--- config.mk ---
export PLATFORM = sky130hd
export DESIGN_NAME = grid_display_scan
export DESIGN_NICKNAME = d
export VERILOG_FILES = /design/src/rtl/grid_pkg.sv /design/src/rtl/dwell_counter.sv /design/src/rtl/grid_display_scan.sv
export SDC_FILE = /design/constraint.sdc
export NUM_CORES = 1
export LEC_CHECK = 0
export CAP_MARGIN = 20
export CORE_MARGIN = 2
export CORE_UTILIZATION = 40
export CTS_BUF_LIST = sky130_fd_sc_hd__clkbuf_16
export DETAILED_ROUTE_END_ITERATION = 12
export SLEW_MARGIN = 25
export SYNTH_ARGS = -nofsm -noshare
export SYNTH_HDL_FRONTEND = slang
export SYNTH_SLANG_ARGS = --single-unit
export TNS_END_PERCENT = 30
--- constraint.sdc ---
create_clock -name i_clk -period 2.75 [get_ports i_clk]
set_clock_uncertainty 0.15 [all_clocks]
set_input_delay 0.4125 -clock i_clk [delete_from_list [all_inputs] [get_ports i_clk]]
set_output_delay 0.4125 -clock i_clk [all_outputs]
set_load 0.03 [all_outputs]
--- src/rtl/grid_pkg.sv ---
// Shared types for the life-grid display scanner: board/row typedefs,
// scan-state encoding and row extraction helpers.
package grid_pkg;
   localparam int ROWS = 8;
   localparam int COLS = 8;

   typedef logic [ROWS*COLS-1:0] grid_t;
   typedef logic [COLS-1:0]      row_t;

   typedef enum logic [0:0] {
      IDLE = 1'b0,
      SCAN = 1'b1
   } scan_state_e;

   function automatic row_t grid_row(input grid_t g, input logic [2:0] r);
      return g[{r, 3'b000} +: COLS];
   endfunction

   function automatic row_t row_onehot(input logic [2:0] r);
      return row_t'(1) << r;
   endfunction
endpackage

--- src/rtl/dwell_counter.sv ---
// Per-row dwell timer: down-counter reloaded with DWELL-1, strobes o_tc on the
// last enabled cycle of a row so the scanner can advance.
module dwell_counter #(
   parameter int unsigned DWELL = 4
) (
   input  logic i_clk,
   input  logic i_rst_n,
   input  logic i_clr,
   input  logic i_en,
   output logic o_tc
);
   localparam logic [7:0] LOAD = 8'(DWELL - 1);

   logic [7:0] r_remain;

   always_ff @(posedge i_clk or negedge i_rst_n) begin
      if (!i_rst_n) begin
         r_remain <= LOAD;
      end else if (i_clr) begin
         r_remain <= LOAD;
      end else if (i_en) begin
         r_remain <= (r_remain == 8'd0) ? LOAD : r_remain - 8'd1;
      end
   end

   assign o_tc = i_en && (r_remain == 8'd0);
endmodule

--- src/rtl/grid_display_scan.sv ---
// Double-buffered 8x8 LED matrix scanner: accepts generations into a shadow
// board and swaps them into the displayed board only on frame boundaries.
//
// state | meaning
// IDLE  | no board loaded yet; waits for the first pending generation
// SCAN  | rows driven in turn, DWELL cycles each, while enable is high
module grid_display_scan
   import grid_pkg::*;
#(
   parameter int unsigned DWELL = 4
) (
   input  logic        i_clk,
   input  logic        i_rst_n,
   input  logic        i_enable,
   input  grid_t       i_grid_in,
   input  logic        i_grid_valid,
   output logic        o_grid_ready,
   output row_t        o_row_sel,
   output row_t        o_col_data,
   output logic        o_frame_done,
   output logic        o_stable,
   output logic        o_extinct,
   output logic [15:0] o_gen_count
);
   scan_state_e r_state;
   grid_t       r_shadow;
   grid_t       r_active;
   logic        r_pending;
   logic        r_loaded;
   logic [2:0]  r_row;
   row_t        r_row_sel;
   row_t        r_col_data;
   logic        r_frame_done;
   logic        r_stable;
   logic        r_extinct;
   logic [15:0] r_gen_count;

   logic        w_accept;
   logic        w_start;
   logic        w_run;
   logic        w_tc;
   logic        w_frame_end;
   logic        w_load;
   logic        w_show;
   logic [2:0]  w_row_nxt;
   grid_t       w_active_nxt;
   logic [15:0] w_gen_nxt;

   dwell_counter #(.DWELL(DWELL)) u_dwell (
      .i_clk   (i_clk),
      .i_rst_n (i_rst_n),
      .i_clr   (w_start),
      .i_en    (w_run),
      .o_tc    (w_tc)
   );

   assign w_accept     = i_grid_valid && !r_pending;
   assign w_start      = (r_state == IDLE) && r_pending;
   assign w_run        = (r_state == SCAN) && i_enable;
   assign w_frame_end  = w_tc && (r_row == 3'd7);
   assign w_load       = w_start || (w_frame_end && r_pending);
   assign w_row_nxt    = w_start ? 3'd0 : (w_tc ? r_row + 3'd1 : r_row);
   assign w_active_nxt = w_load ? r_shadow : r_active;
   assign w_show       = (w_start || (r_state == SCAN)) && i_enable;
   assign w_gen_nxt    = (w_accept && (r_gen_count != 16'hFFFF)) ? r_gen_count + 16'd1
                                                                 : r_gen_count;

   always_ff @(posedge i_clk or negedge i_rst_n) begin
      if (!i_rst_n) begin
         r_state      <= IDLE;
         r_shadow     <= '0;
         r_active     <= '0;
         r_pending    <= 1'b0;
         r_loaded     <= 1'b0;
         r_row        <= 3'd0;
         r_row_sel    <= '0;
         r_col_data   <= '0;
         r_frame_done <= 1'b0;
         r_stable     <= 1'b0;
         r_extinct    <= 1'b0;
         r_gen_count  <= 16'd0;
      end else begin
         // accept and load are exclusive: one needs pending clear, the other set
         if (w_accept) begin
            r_shadow  <= i_grid_in;
            r_pending <= 1'b1;
         end else if (w_load) begin
            r_pending <= 1'b0;
         end
         if (w_start) begin
            r_state <= SCAN;
         end
         if (w_load) begin
            r_stable  <= r_loaded && (r_shadow == r_active);
            r_extinct <= (r_shadow == '0);
            r_loaded  <= 1'b1;
         end
         r_row        <= w_row_nxt;
         r_active     <= w_active_nxt;
         r_gen_count  <= w_gen_nxt;
         r_frame_done <= w_frame_end;
         r_row_sel    <= w_show ? row_onehot(w_row_nxt) : '0;
         r_col_data   <= w_show ? grid_row(w_active_nxt, w_row_nxt) : '0;
      end
   end

   assign o_grid_ready = !r_pending;
   assign o_row_sel    = r_row_sel;
   assign o_col_data   = r_col_data;
   assign o_frame_done = r_frame_done;
   assign o_stable     = r_stable;
   assign o_extinct    = r_extinct;
   assign o_gen_count  = r_gen_count;
endmodule
Yosys cells after proc, flatten, opt, wreduce, memory -nomap -nowiden --
Cells that the tools add are included.
Storage, ports and cells: register bits 177, bits of input ports 68, output and inout bits 36, word-level logic and storage cells 48
Operators by class: add/subtract/negate cells 3, eq/ne operators 3, shift operators 2, mux-type cells 10, bitwise gates (word level) 1, reductions and logical operators 16
Operator list (count):
- $eq 64x64->1 | 1
- $logic_not 64->1 | 1
- $mux 64 | 1
- $shiftx 64x7->8 | 1
- $mux 8 | 5
- $add 16x1->16 const B | 1
- $ne 16x16->1 const B | 1
- $logic_and 1x1->1 | 9
- $logic_not 8->1 | 1
- $shl 1x3->8 const A | 1
- $sub 8x1->8 const B | 1
- $mux 3 | 2
- $reduce_bool 2->1 | 2
- $add 3x1->3 const B | 1
- $eq 3x3->1 const B | 1
- $logic_or 1x1->1 | 2
- $mux 1 | 2
- $logic_not 1->1 | 1
- $not 1->1 | 1

Logic depth before layout (Yosys ltp) --
Gate-level depths: netlist of the first run.
word-level depth 8, gate-level depth with buffers 10, mapped depth without buffers 8

Hierarchy --
Synthesis of the first run repeated with hierarchy kept, for this count alone.
Unflattened totals: cell total of the unflattened synthesis 880, area total of the unflattened synthesis 8577.0 um^2
By module, submodules not included:
- grid_display_scan | times used 1, cells an instance 830, area an instance 8105.3 um^2, seq. area each 4229.1 um^2
- dwell_counter | times used 1, cells an instance 50, area an instance 471.7 um^2, seq. area each 202.7 um^2

Worst setup path before layout of the first run --
No wires, ideal clock.
path kind reg2reg, from register r_row[1], to register r_col_data[6], in the netlist o_col_data[6], library setup time 0.133 ns, data arrival time 2.267 ns, data required time 2.467 ns, setup slack 0.200 ns, stages on the path, launching flop included 10, path buffers 2, clock period less this slack 2.550 ns, cells stage by stage dfrtp_1 > ha_1 > ha_1 > and3_1 > a31oi_4 > buf_6 > buf_6 > mux2_2 > a221oi_2 > o22ai_1
Between the ends: word-level cells in the longest chain between the ends 7, elaborated cells on any way between the ends 10, classes of those cells add/sub: 1; eq/ne: 1; shift: 1; mux: 4; reduce/logical: 3
RTL lines:
- from (decl) | RTL line grid_display_scan.sv:30 | logic [2:0] r_row;
- from (signal assigned) | RTL line grid_display_scan.sv:98 | r_row <= w_row_nxt;
- $eq 3x3->1 | RTL line grid_display_scan.sv:60 | assign w_frame_end = w_tc && (r_row == 3'd7);
- $logic_and 1x1->1 | RTL line grid_display_scan.sv:60
- $logic_and 1x1->1 | RTL line grid_display_scan.sv:61 | assign w_load = w_start || (w_frame_end && r_pending);
- $logic_or 1x1->1 | RTL line grid_display_scan.sv:61
- $mux 64 | RTL line grid_display_scan.sv:63 | assign w_active_nxt = w_load ? r_shadow : r_active;
- net w_active_nxt[30] | RTL line grid_display_scan.sv:46 | grid_t w_active_nxt;
- $shiftx 64x7->8 | RTL line grid_pkg.sv:16 | return g[{r, 3'b000} +: COLS];
- $mux 8 | RTL line grid_display_scan.sv:103 | r_col_data <= w_show ? grid_row(w_active_nxt, w_row_nxt) : '0;
- to (signal assigned) | RTL line grid_display_scan.sv:103
- to (decl) | RTL line grid_display_scan.sv:32 | row_t r_col_data;
The timed path passes the listed nets, and every way through them passes these cells. A chain may end at the register's enable or synchronous reset.

Worst setup path after layout of the first run --
from register u_dwell.r_remain[0], to register r_col_data[0], in the netlist o_col_data[0]
Between the ends: word-level cells in the longest chain between the ends 8, elaborated cells on any way between the ends 10, classes of those cells shift: 1; mux: 4; reduce/logical: 5
RTL lines:
- from (decl) | RTL line dwell_counter.sv:14 | logic [7:0] r_remain;
- from (signal assigned) | RTL line dwell_counter.sv:22 | r_remain <= (r_remain == 8'd0) ? LOAD : r_remain - 8'd1;
- $logic_not 8->1 | RTL line dwell_counter.sv:26 | assign o_tc = i_en && (r_remain == 8'd0);
- $logic_and 1x1->1 | RTL line dwell_counter.sv:26
- $logic_and 1x1->1 | RTL line grid_display_scan.sv:60
- $logic_and 1x1->1 | RTL line grid_display_scan.sv:61
- $logic_or 1x1->1 | RTL line grid_display_scan.sv:61
- $mux 64 | RTL line grid_display_scan.sv:63
- net w_active_nxt[48] | RTL line grid_display_scan.sv:46
- $shiftx 64x7->8 | RTL line grid_pkg.sv:16
- $mux 8 | RTL line grid_display_scan.sv:103
The timed path passes the listed nets, and every way through them passes these cells.

==> results of run 1 <==
==> metrics by stage <==
step	hold slack, ns	total power [mW]	setup TNS, ns	util	area, µm²
after detailed placement	0.325	6.82	-0.416	0.492	9990
after CTS	0.341	9.38	0	0.526	10700
after global placement	0.324	6.80	-0.189	0.492	9990
after floorplan	-0.0331	5.31	0	-	8280
after global routing	0.343	9.90	-0.107	0.533	10800
final	0.344	9.46	0	0.533	10800
==> logic make-up after synthesis <==
kind of cell | after synthesis
AND/OR/NAND/NOR | 332
flip-flops | 177
AO/OA/AOI/OAI | 90
multiplexers | 67
XOR/XNOR | 63
buffers and inverters | 61
adder cells (fa/ha/maj) | 5
==> cells in the mapped netlist (7+ instances only) <==
master     number
nand3_1        11
xor2_1         18
nor2_1         24
mux2_2         56
o2bb2ai_1       7
nand4_1        20
o22ai_1        13
a21oi_1         7
nand2_1       208
o21ai_0        23
clkbuf_1       17
nand2b_1       16
mux2i_1         9
nor4_1         26
dfrtp_1       175
xnor2_1        45
inv_1          32
==> per-layer routing <==
metal | vias to the layer above | GRT usage | wire [µm]
met4 | 0 | 0.0676 | 428
met1 | 3178 | 0.326 | 11300
met2 | 210 | 0.357 | 11500
li1 | 3049 | - | -
met5 | - | 0 | 0
met3 | 29 | 0.0423 | 1530
==> worst paths after layout <==
kind / slack [ns] / cells after the start / end
setup / recovery: 0.05 / 12 / o_col_data[0]
hold / removal: 0.34 / 2 / o_stable
setup reg to reg: 0.05 / 12 / o_col_data[0]
hold reg to reg: 0.34 / 2 / o_stable
max in group asynchronous: 1.39 / 3 / o_gen_count[7]
min in group asynchronous: 0.40 / 2 / r_active[29]
==> worst min-delay path: stages (launching register included) <==
cell	delay [ns]
dfrtp_1	0.35
nand2_1	0.05
o21ai_0	0.06
==> repair_timing <==
item	CTS	global route
endpoints found under the hold margin	59	0
gates resized for setup	9	14
hold buffers	1	0
setup endpoints to repair	2	8
cloned	0	2
buffers inserted	5	6
pin swaps	4	5
==> flip-flops by register name, indices dropped and copies added, names as in the netlist <==
register,count
u_dwell.r_remain,8
o_row_sel,8
o_gen_count,16
r_shadow,64
o_extinct,1
r_loaded,1
o_stable,1
r_pending,1
o_frame_done,1
r_state,1
r_active,64
r_row,3
o_col_data,8
==> cell type report <==
type / count / area [µm²]
fillers: 1854 / 9480
flip-flops and latches: 177 / 4430
multi-input cells: 557 / 3670
repair buffers: 169 / 1680
clock buffers: 17 / 425
well taps: 270 / 338
clock inverters: 13 / 163
inverters: 32 / 120
==> power by group through the flow <==
stage | registers [mW] | clock network (mW) | logic, mW
final | 3.90 | 2.48 | 3.08
after global routing | 3.95 | 2.62 | 3.34
after CTS | 3.88 | 2.51 | 2.99
after detailed placement | 3.92 | 0 | 2.89
after global placement | 3.93 | 0 | 2.87
after floorplan | 3.80 | 0 | 1.51
==> key figures, run 1 <==
Outcome
  – Status: finished clean

Timing
  – Max_slew headroom: 0.412
  – Endpoints failing setup: 0
  – Final worst slack: around 0.051 ns
  – Tmin final: between 2 and 3 ns
  – RSZ-0062 raised after global routing: true
  – Slew @ Worst Pin: around 0.87 ns
  – Fin. max-slew vios: 0
  – Final Cycle Share: 0.982
  – Final Hold Viols: 0
  – Max Fclk: 370 MHz

Synth
  – Post-synthesis cell type count: 59
  – Register area share after synthesis: 0.536
  – Ys Warns: 0
  – FFs w/ async S/R, synth: 1.00
  – Simple logic cell fraction of the synthesized area: 0.185
  – Synth Area per Inst: 10.4 µm²
  – Largest cells by area after synthesis: dfrtp_1 (53%), nand2_1 (9.4%), mux2_2 (7.6%), xnor2_1 (4.8%), nor4_1 (2.0%)
  – Proportion of netlist area held by the largest area contributor: 0.529
  – Yosys reg bits: 177
  – Post-synthesis mux area share: 0.0925
  – Cell accounting for the most synthesized area: dfrtp_1
  – Synth Area in Compound Gates: 0.0789
  – EDFF count, synth: 0
  – Syn Inst Count: between 700 and 800
  – Post-Synthesis Cell Area: 0.00828 mm²
  – Adder-Cell Fraction of Synth Area: 0.00756
  – Post-synthesis xor/xnor area fraction: 0.0667
  – Syn_nets: approximately 870
  – Largest family of logic cells by synthesized area: simple AND/OR/NAND/NOR gates
  – Synth Flop Type: dfrtp_1

Critical path
  – Slowest cell delay on critical path: 0.55 ns
  – CP delay by family, top: buffers and inverters
  – Crit-path max FO: 8
  – Setup crit end kind: flop
  – CP most frequent cell: buf_4
  – Critical-path cell list: inv_2 -> ha_2 -> nor4b_4 -> buf_4 -> a31oi_4 -> buf_4 -> clkbuf_16 -> buf_4 -> mux2_2 -> nand2b_1 -> nand2_1 -> o31ai_1
  – Reg2reg start: u_dwell.r_remain[0]
  – Slowest cell on crit path: dfstp_2
  – Critical path class: flop to flop
  – Worst EP required: 2.92 ns
  – CP startpoint: u_dwell.r_remain[0]
  – Critical Path AT: 2.87 ns
  – CP bufs+invs: 5
  – CP startpoint kind: flop

Die
  – Die Width: 148 µm
  – Core area: 0.0203 mm²
  – Die height: 148 µm
  – FP Rows: 52
  – Top Ports: 104
  – Die area: 0.0219 mm²
  – Initial Util: 0.408

Power
  – Sw Ratio: 0.368
  – Flop pwr share: 0.412
  – P_leak: 4.96 nW
  – P_int: 5.98 mW
  – VDD IR max: around 0.52 mV
  – Power density over the cells: 874 mW/mm²
  – Comb pwr share: 0.326
  – Psw: 3.48 mW
  – Clk network pwr share: 0.262

Cells and area
  – Most common cell after layout, fill and taps aside: nand2_1
  – Most frequent cells in the layout: nand2_1 (207), dfrtp_1 (175), clkdlybuf4s50_1 (102), mux2_2 (55), buf_4 (52)
  – Fin cells: 1235
  – Fraction of layout cells with a size suffix above 1: 0.182
  – ANT cells: 0
  – Final net count: 1027
  – Synth-to-layout area growth: 30.8%

Routing
  – First-pass iteration count of the detailed router: 7
  – Routed Wire Length: 24700 µm
  – DR vias/cell: 5.24
  – Wire per inst: 20.0 µm
  – Via Count: 6466
  – DR DRC count: 0
  – Post-route ant nets: 0
  – Iter 0 DRT Violations: between 500 and 600

Flow run
  – Maxcap violations: 0

Clocking
  – CTS max path bufs: 2
  – Worst-Skew Late Latency: 0.43 ns
  – CTS tree: built
  – Clock transition at the registers of the reported paths: 0.07 ns
  – Total CTS buffers: 17
  – CTS root buffer: clkbuf_16
  – CTS H-tree lvls: 4
  – Clk sinks: around 180

GRT
  – Vias in the first global route: 6594
  – Global-route wire length before repair: about 38000 µm
  – Antenna violations before repair: 0
  – Largest net degree at the start of global routing: 72
  – Grt ovf: 0
  – Global router's overall resource usage: 0.228

Placed design
  – Inst Count DP: 1192
  – GPL Wtd Cong: 0.924
  – Place WS: -0.0821 ns
  – DP HPWL: 18000 µm
  – Port Buffers: 103

Worst hold path
  – HP Class: flop to flop
  – Worst Min Path Start: o_stable
Power figures use the tool's default switching activity.
==> run 2: changes to the inputs <==
--- a/config.mk
+++ b/config.mk
@@ -10,6 +10,7 @@
 export CORE_UTILIZATION = 40
 export CTS_BUF_LIST = sky130_fd_sc_hd__clkbuf_16
 export DETAILED_ROUTE_END_ITERATION = 12
+export MAX_ROUTING_LAYER = met4
 export SLEW_MARGIN = 25
 export SYNTH_ARGS = -nofsm -noshare
 export SYNTH_HDL_FRONTEND = slang
==> run 2 against run 1 <==
  * Non-clock buffer count increased by 3
  * Die area is the same
  * Final cell count up 0.40%
  * Core utilization is essentially flat
  * Routed wire length is 0.62% higher
  * Clock-buffer cell count is the same
  * Setup slack worse by 0.012 ns
  * Via count barely moved
  * Sequential power about the same
  * First-iteration DRC count decreased by 14%
  * Clock power is 6% lower
  * Combinational power about the same
==> key figures, run 2 (synthesized netlist as in run 1, its figures left out) <==
Cells and area
  – Most common cell after layout, fill and taps aside: nand2_1
  – Post-layout utilization of the core: 0.534 (about the same)
  – Synth-to-layout area growth: 30.9% (about the same)
  – Design Area, Final: 0.0108 mm² (about the same)
  – ANT cells: 0 (unchanged)
  – Most frequent cells in the layout: nand2_1 (207), dfrtp_1 (175), clkdlybuf4s50_1 (102), buf_4 (52), mux2_2 (50)
  – Fraction of layout cells with a size suffix above 1: 0.188 (+0.00525)
  – Final net count: 1030 (+0.29%)

Routing
  – Metal2 WL: 11300 µm (-1.8%)
  – First-pass iteration count of the detailed router: 6 (-1)
  – Via Count: 6460 (-0.093%)
  – M1 WL: 11400 µm (+0.73%)
  – DR DRC count: 0 (unchanged)
  – Post-route ant nets: 0 (unchanged)
  – Iter 0 DRT Violations: 432 (-14%)
  – Top Layer Used: met4
  – DR vias/cell: 5.21 (-0.50%)
  – Routed Wire Length: 24900 µm (+0.62%)
  – Met3 Wirelength: 1490 µm (-2.9%)
  – Wire per inst: 20.1 µm (+0.21%)

Critical path
  – Critical path class: flop to flop
  – Worst R2R Path Depth: 11 (-1)
  – CP startpoint: u_dwell.r_remain[0]
  – CP startpoint kind: flop
  – Worst EP required: 2.95 ns (+0.03 ns)
  – Critical Path End: o_col_data[0]
  – Crit-path max FO: 7 (-1)
  – Reg2reg start: u_dwell.r_remain[0]
  – FF-to-FF End: o_col_data[0]
  – Reg2reg setup slack: 0.04 ns (about the same)
  – Setup crit end kind: flop
  – Critical Path AT: 2.91 ns (+0.04 ns)

Timing
  – Max Fclk: 369 MHz (-0.45%)
  – Max_slew headroom: 0.459 (+0.0468)
  – Final worst slack: 0.0384 ns (-0.0121 ns)
  – Fin. max-slew vios: 0 (unchanged)
  – Final Hold Viols: 0 (unchanged)
  – Final Cycle Share: 0.986 (+0.00440)
  – RSZ-0062 raised after global routing: true
  – Tmin final: 2.71 ns (+0.0121 ns)
  – TNS Setup: 0 ns (unchanged)
  – Slew @ Worst Pin: 0.804 ns (-0.0696 ns)
  – Endpoints failing setup: 0 (unchanged)

Die
  – Die height: 148 µm (unchanged)
  – Initial Util: 0.408 (unchanged)
  – Top Ports: 104 (unchanged)
  – FP Rows: 52 (unchanged)
  – Core area: 0.0203 mm² (unchanged)
  – Die Width: 148 µm (unchanged)
  – Die area: 0.0219 mm² (unchanged)

Clocking
  – Clk sinks: 177 (unchanged)
  – Clock transition at the registers of the reported paths: 0.07 ns (about the same)
  – CTS tree: built
  – Total CTS buffers: 17 (unchanged)
  – CTS root buffer: clkbuf_16
  – CTS max path bufs: 2 (unchanged)
  – Worst-Skew Late Latency: 0.44 ns (about the same)
  – CTS H-tree lvls: 4 (unchanged)

Power
  – VDD IR max: 0.549 mV (+6.4%)
  – Power density over the cells: 861 mW/mm² (-1.5%)
  – Total power: 9.32 mW (-1.4%)
  – P_leak: 4.99 nW (+0.61%)

Outcome
  – Status: finished clean

GRT
  – Largest net degree at the start of global routing: 72 (unchanged)
  – Global router's overall resource usage: 0.240 (+0.0112)
  – Antenna violations before repair: 0 (unchanged)
  – Global-route wire length before repair: 38100 µm (+1.6%)
  – Grt ovf: 0 (unchanged)
  – Vias in the first global route: 6567 (-0.41%)

Flow run
  – Maxcap violations: 0 (unchanged)

Placed design
  – Place WS: -0.0705 ns (+0.0116 ns)
  – Placed Area: 0.0100 mm² (+0.43%)
  – GPL Wtd Cong: 0.921 (-0.38%)
  – DP HPWL: 18200 µm (+1.4%)
  – Port Buffers: 103 (unchanged)

Worst hold path
  – Worst Min Path Start: r_loaded
  – HP Class: flop to flop
## run 2: changes by cell type in the layout (fill, tap and decap cells not counted), moves of 2 or more
cell,delta
inv_1,-2
mux2_2,-5
mux2_4,+5
buf_6,+2
clkinvlp_4,-2
clkinv_4,+4
bufinv_16,-2
clkinv_2,+3
## run 2: power breakdown
group          switching [mW]  leakage, nW  internal, mW
logic                    1.67         2.47          1.41
clock network            1.08        0.273          1.26
registers               0.769         2.25          3.14
total                    3.52         4.99          5.80
## run 2: per-layer routing
metal / up-vias / track usage
met1: 3124 / 0.336
met2: 234 / 0.355
li1: 3057 / -
met5: - / -
met3: 45 / 0.0404
met4: 0 / 0.0814
## run 2: repair_timing
item	4_1_cts	5_1_grt
hold endpoints to repair	58	0
hold buffers	1	0
buffers inserted	1	7
pin swaps	0	8
endpoints found under the setup margin	4	7
gates cloned	0	3
resized for setup	0	25
## run 2: layout make-up
class	count	area, µm²
fill	1868	9470
sequential	177	4430
multi-input combinational	557	3660
timing repair buffer	172	1720
clock buffer	17	425
tap	270	338
clock inverter	15	136
inverter	32	120
## run 2: stage by stage
step                hold WS (ns)  std cells
floorplan                -0.0331        795
global placement           0.294       1196
detailed placement         0.290       1196
CTS                        0.319       1230
global route               0.345       1240
finish                     0.323       1240
## run 2: critical path, cell delays in order, from the launching register on
cell       delay, ns
dfstp_2         0.54
inv_2           0.05
ha_4            0.15
nor4b_4         0.13
buf_6           0.14
a31oi_4         0.32
clkbuf_16       0.23
buf_12          0.11
mux2_4          0.16
o2bb2ai_2       0.07
or4_4           0.51
o31ai_2         0.07
## run 2: worst min-delay path by stage
stage	endpoint	slack, ns	cells past startpoint
6_report	r_loaded	0.32	1
5_1_grt	r_loaded	0.34	1
4_1_cts	r_loaded	0.32	1
3_5_place_dp	r_shadow[5]	0.29	1
3_3_place_gp	r_shadow[23]	0.29	1
2_1_floorplan	o_col_data[0]	-0.03	0
==> run 3: changes to the inputs <==
--- a/config.mk
+++ b/config.mk
@@ -11,6 +11,7 @@
 export CTS_BUF_LIST = sky130_fd_sc_hd__clkbuf_16
 export DETAILED_ROUTE_END_ITERATION = 12
 export MAX_ROUTING_LAYER = met4
+export PLACE_DENSITY = 0.61
 export SLEW_MARGIN = 25
 export SYNTH_ARGS = -nofsm -noshare
 export SYNTH_HDL_FRONTEND = slang
==> run 3 against run 2 <==
  * Global-route usage shrank 1.2 points
  * Via count fell by 2.7%
  * Largest power group unchanged
  * Die area unchanged
==> key figures, run 3 (synthesized netlist as in run 1, its figures left out) <==
Cells and area
  – Fraction of layout cells with a size suffix above 1: 0.161 (-0.0271)
  – Most common cell after layout, fill and taps aside: nand2_1
  – Final net count: 1007 (-2.2%)
  – Most frequent cells in the layout: nand2_1 (206), dfrtp_1 (175), clkdlybuf4s50_1 (102), mux2_2 (52), xnor2_1 (45)
  – Synth-to-layout area growth: 27.7%
  – Fin cells: 1217 (-1.9%)
  – ANT cells: 0 (unchanged)

Critical path
  – Worst R2R Path Depth: 11 (unchanged)
  – Critical Path AT: 2.84 ns (-0.07 ns)
  – Critical path class: flop to flop
  – Crit-path max FO: 17 (+10)
  – FF-to-FF End: o_col_data[7]
  – Reg2reg start: u_dwell.r_remain[0]
  – Reg2reg setup slack: 0.08 ns (+0.04 ns)
  – CP startpoint kind: flop
  – Setup crit end kind: flop
  – Worst EP required: 2.91 ns (-0.04 ns)

Routing
  – Via Count: 6288 (-2.7%)
  – DR DRC count: 0 (unchanged)
  – Post-route ant nets: 0 (unchanged)
  – DR vias/cell: 5.17 (-0.82%)
  – Wire per inst: 19.2 µm (-4.2%)
  – First-pass iteration count of the detailed router: 6 (unchanged)
  – Routed Wire Length: 23400 µm (-6.0%)
  – Iter 0 DRT Violations: 501 (+16%)

GRT
  – Largest net degree at the start of global routing: 72 (unchanged)
  – Antenna violations before repair: 0 (unchanged)
  – Grt ovf: 0 (unchanged)
  – Vias in the first global route: 6379 (-2.9%)
  – Global router's overall resource usage: 0.228 (-0.0117)
  – Global-route wire length before repair: 36300 µm (-4.8%)

Timing
  – Endpoints failing setup: 0 (unchanged)
  – RSZ-0062 raised after global routing: true
  – Tmin final: 2.67 ns (-0.0372 ns)
  – Max Fclk: 374 MHz (+1.4%)
  – Max_slew headroom: 0.471 (+0.0120)
  – Slew @ Worst Pin: 0.787 ns (-0.0179 ns)
  – Fin. max-slew vios: 0 (unchanged)
  – Final Cycle Share: 0.973 (-0.0135)
  – Final Hold Viols: 0 (unchanged)

Placed design
  – Port Buffers: 103 (unchanged)
  – Inst Count DP: 1171 (-2.1%)
  – DP HPWL: 17100 µm (-6.0%)
  – GPL Wtd Cong: 0.953 (+3.5%)

Clocking
  – CTS H-tree lvls: 4 (unchanged)
  – CTS tree: built
  – CTS max path bufs: 2 (unchanged)
  – Total CTS buffers: 17 (unchanged)
  – Clock transition at the registers of the reported paths: 0.07 ns (about the same)
  – Clk sinks: 177 (unchanged)
  – Worst-Skew Late Latency: 0.44 ns (about the same)
  – CTS root buffer: clkbuf_16

Die
  – FP Rows: 52 (unchanged)
  – Die height: 148 µm (unchanged)
  – Die Width: 148 µm (unchanged)
  – Core area: 0.0203 mm² (unchanged)
  – Top Ports: 104 (unchanged)
  – Initial Util: 0.408 (unchanged)
  – Die area: 0.0219 mm² (unchanged)

Worst hold path
  – HP Class: primary input to async pin

Outcome
  – Status: finished clean

Flow run
  – Maxcap violations: 0 (unchanged)

Power
  – P_leak: 4.86 nW (-2.5%)
  – Power density over the cells: 847 mW/mm² (-1.6%)
  – Total power: 8.96 mW (-3.9%)
  – VDD IR max: 0.526 mV (-4.1%)
==> run 3: cell count changes in the layout (fill, tap and decap cells not counted), moves of 2 or more <==
cell,delta
buf_6,-4
inv_1,+4
buf_4,-16
mux2_4,-2
mux2_2,+2
inv_2,-2
buf_12,-2
==> run 3: cell type report <==
class | instances | area [µm²]
repair buffers | 149 | 1490
clock inverters | 15 | 123
fillers | 1890 | 9730
clock buffers | 17 | 425
well taps | 270 | 338
flip-flops and latches | 177 | 4430
inverters | 32 | 120
multi-input cells | 557 | 3640
==> run 3: worst max-delay path, stage by stage, from the launching register on <==
cell and delay (ns):
dfstp_2 0.54, inv_1 0.06, ha_2 0.18, nor4b_4 0.13, buf_6 0.14, a31oi_4 0.23, buf_4 0.16, clkbuf_16 0.18
mux2_2 0.36, o22ai_2 0.17, nand4bb_1 0.15, o31ai_1 0.08
==> run 3: worst max-delay path by stage <==
stage	endpoint	cells past startpoint	from
after floorplan	o_col_data[6]	9	r_row[1]
after global routing	o_col_data[6]	11	u_dwell.r_remain[0]
after detailed placement	o_col_data[5]	8	i_enable
after global placement	o_col_data[5]	8	i_enable
after CTS	o_col_data[5]	8	u_dwell.r_remain[0]
final	o_col_data[7]	11	u_dwell.r_remain[0]
==> run 3: per-stage QoR <==
step	hold slack, ns	util	TNS [ns]	cell area (µm²)	worst slack [ns]
floorplan	-0.0331	-	0	8280	0.200
global placement	0.224	0.483	0	9800	0.0222
detailed placement	0.223	0.483	-0.0266	9800	-0.0266
CTS	0.322	0.510	0	10400	0.00680
global route	0.337	0.521	-0.0713	10600	-0.0390
finish	0.320	0.521	0	10600	0.0756
==> run 3: where the power goes <==
group	internal (mW)	switching [mW]
Clock	1.24	1.05
Sequential	3.14	0.764
Combinational	1.24	1.53
==> run 3: what timing repair did <==
item,in CTS,in global routing
gates resized for setup,0,16
setup endpoints to repair,0,8
buffers inserted,0,13
hold buffers,1,0
hold endpoints to repair,42,0
==> run 3: routing by layer <==
metal,vias to the layer above,part of all wire,track usage
li1,3011,-,-
met3,45,0.066,0.0488
met5,-,0,-
met4,0,0.029,0.0833
met1,3010,0.47,0.315
met2,222,0.44,0.333
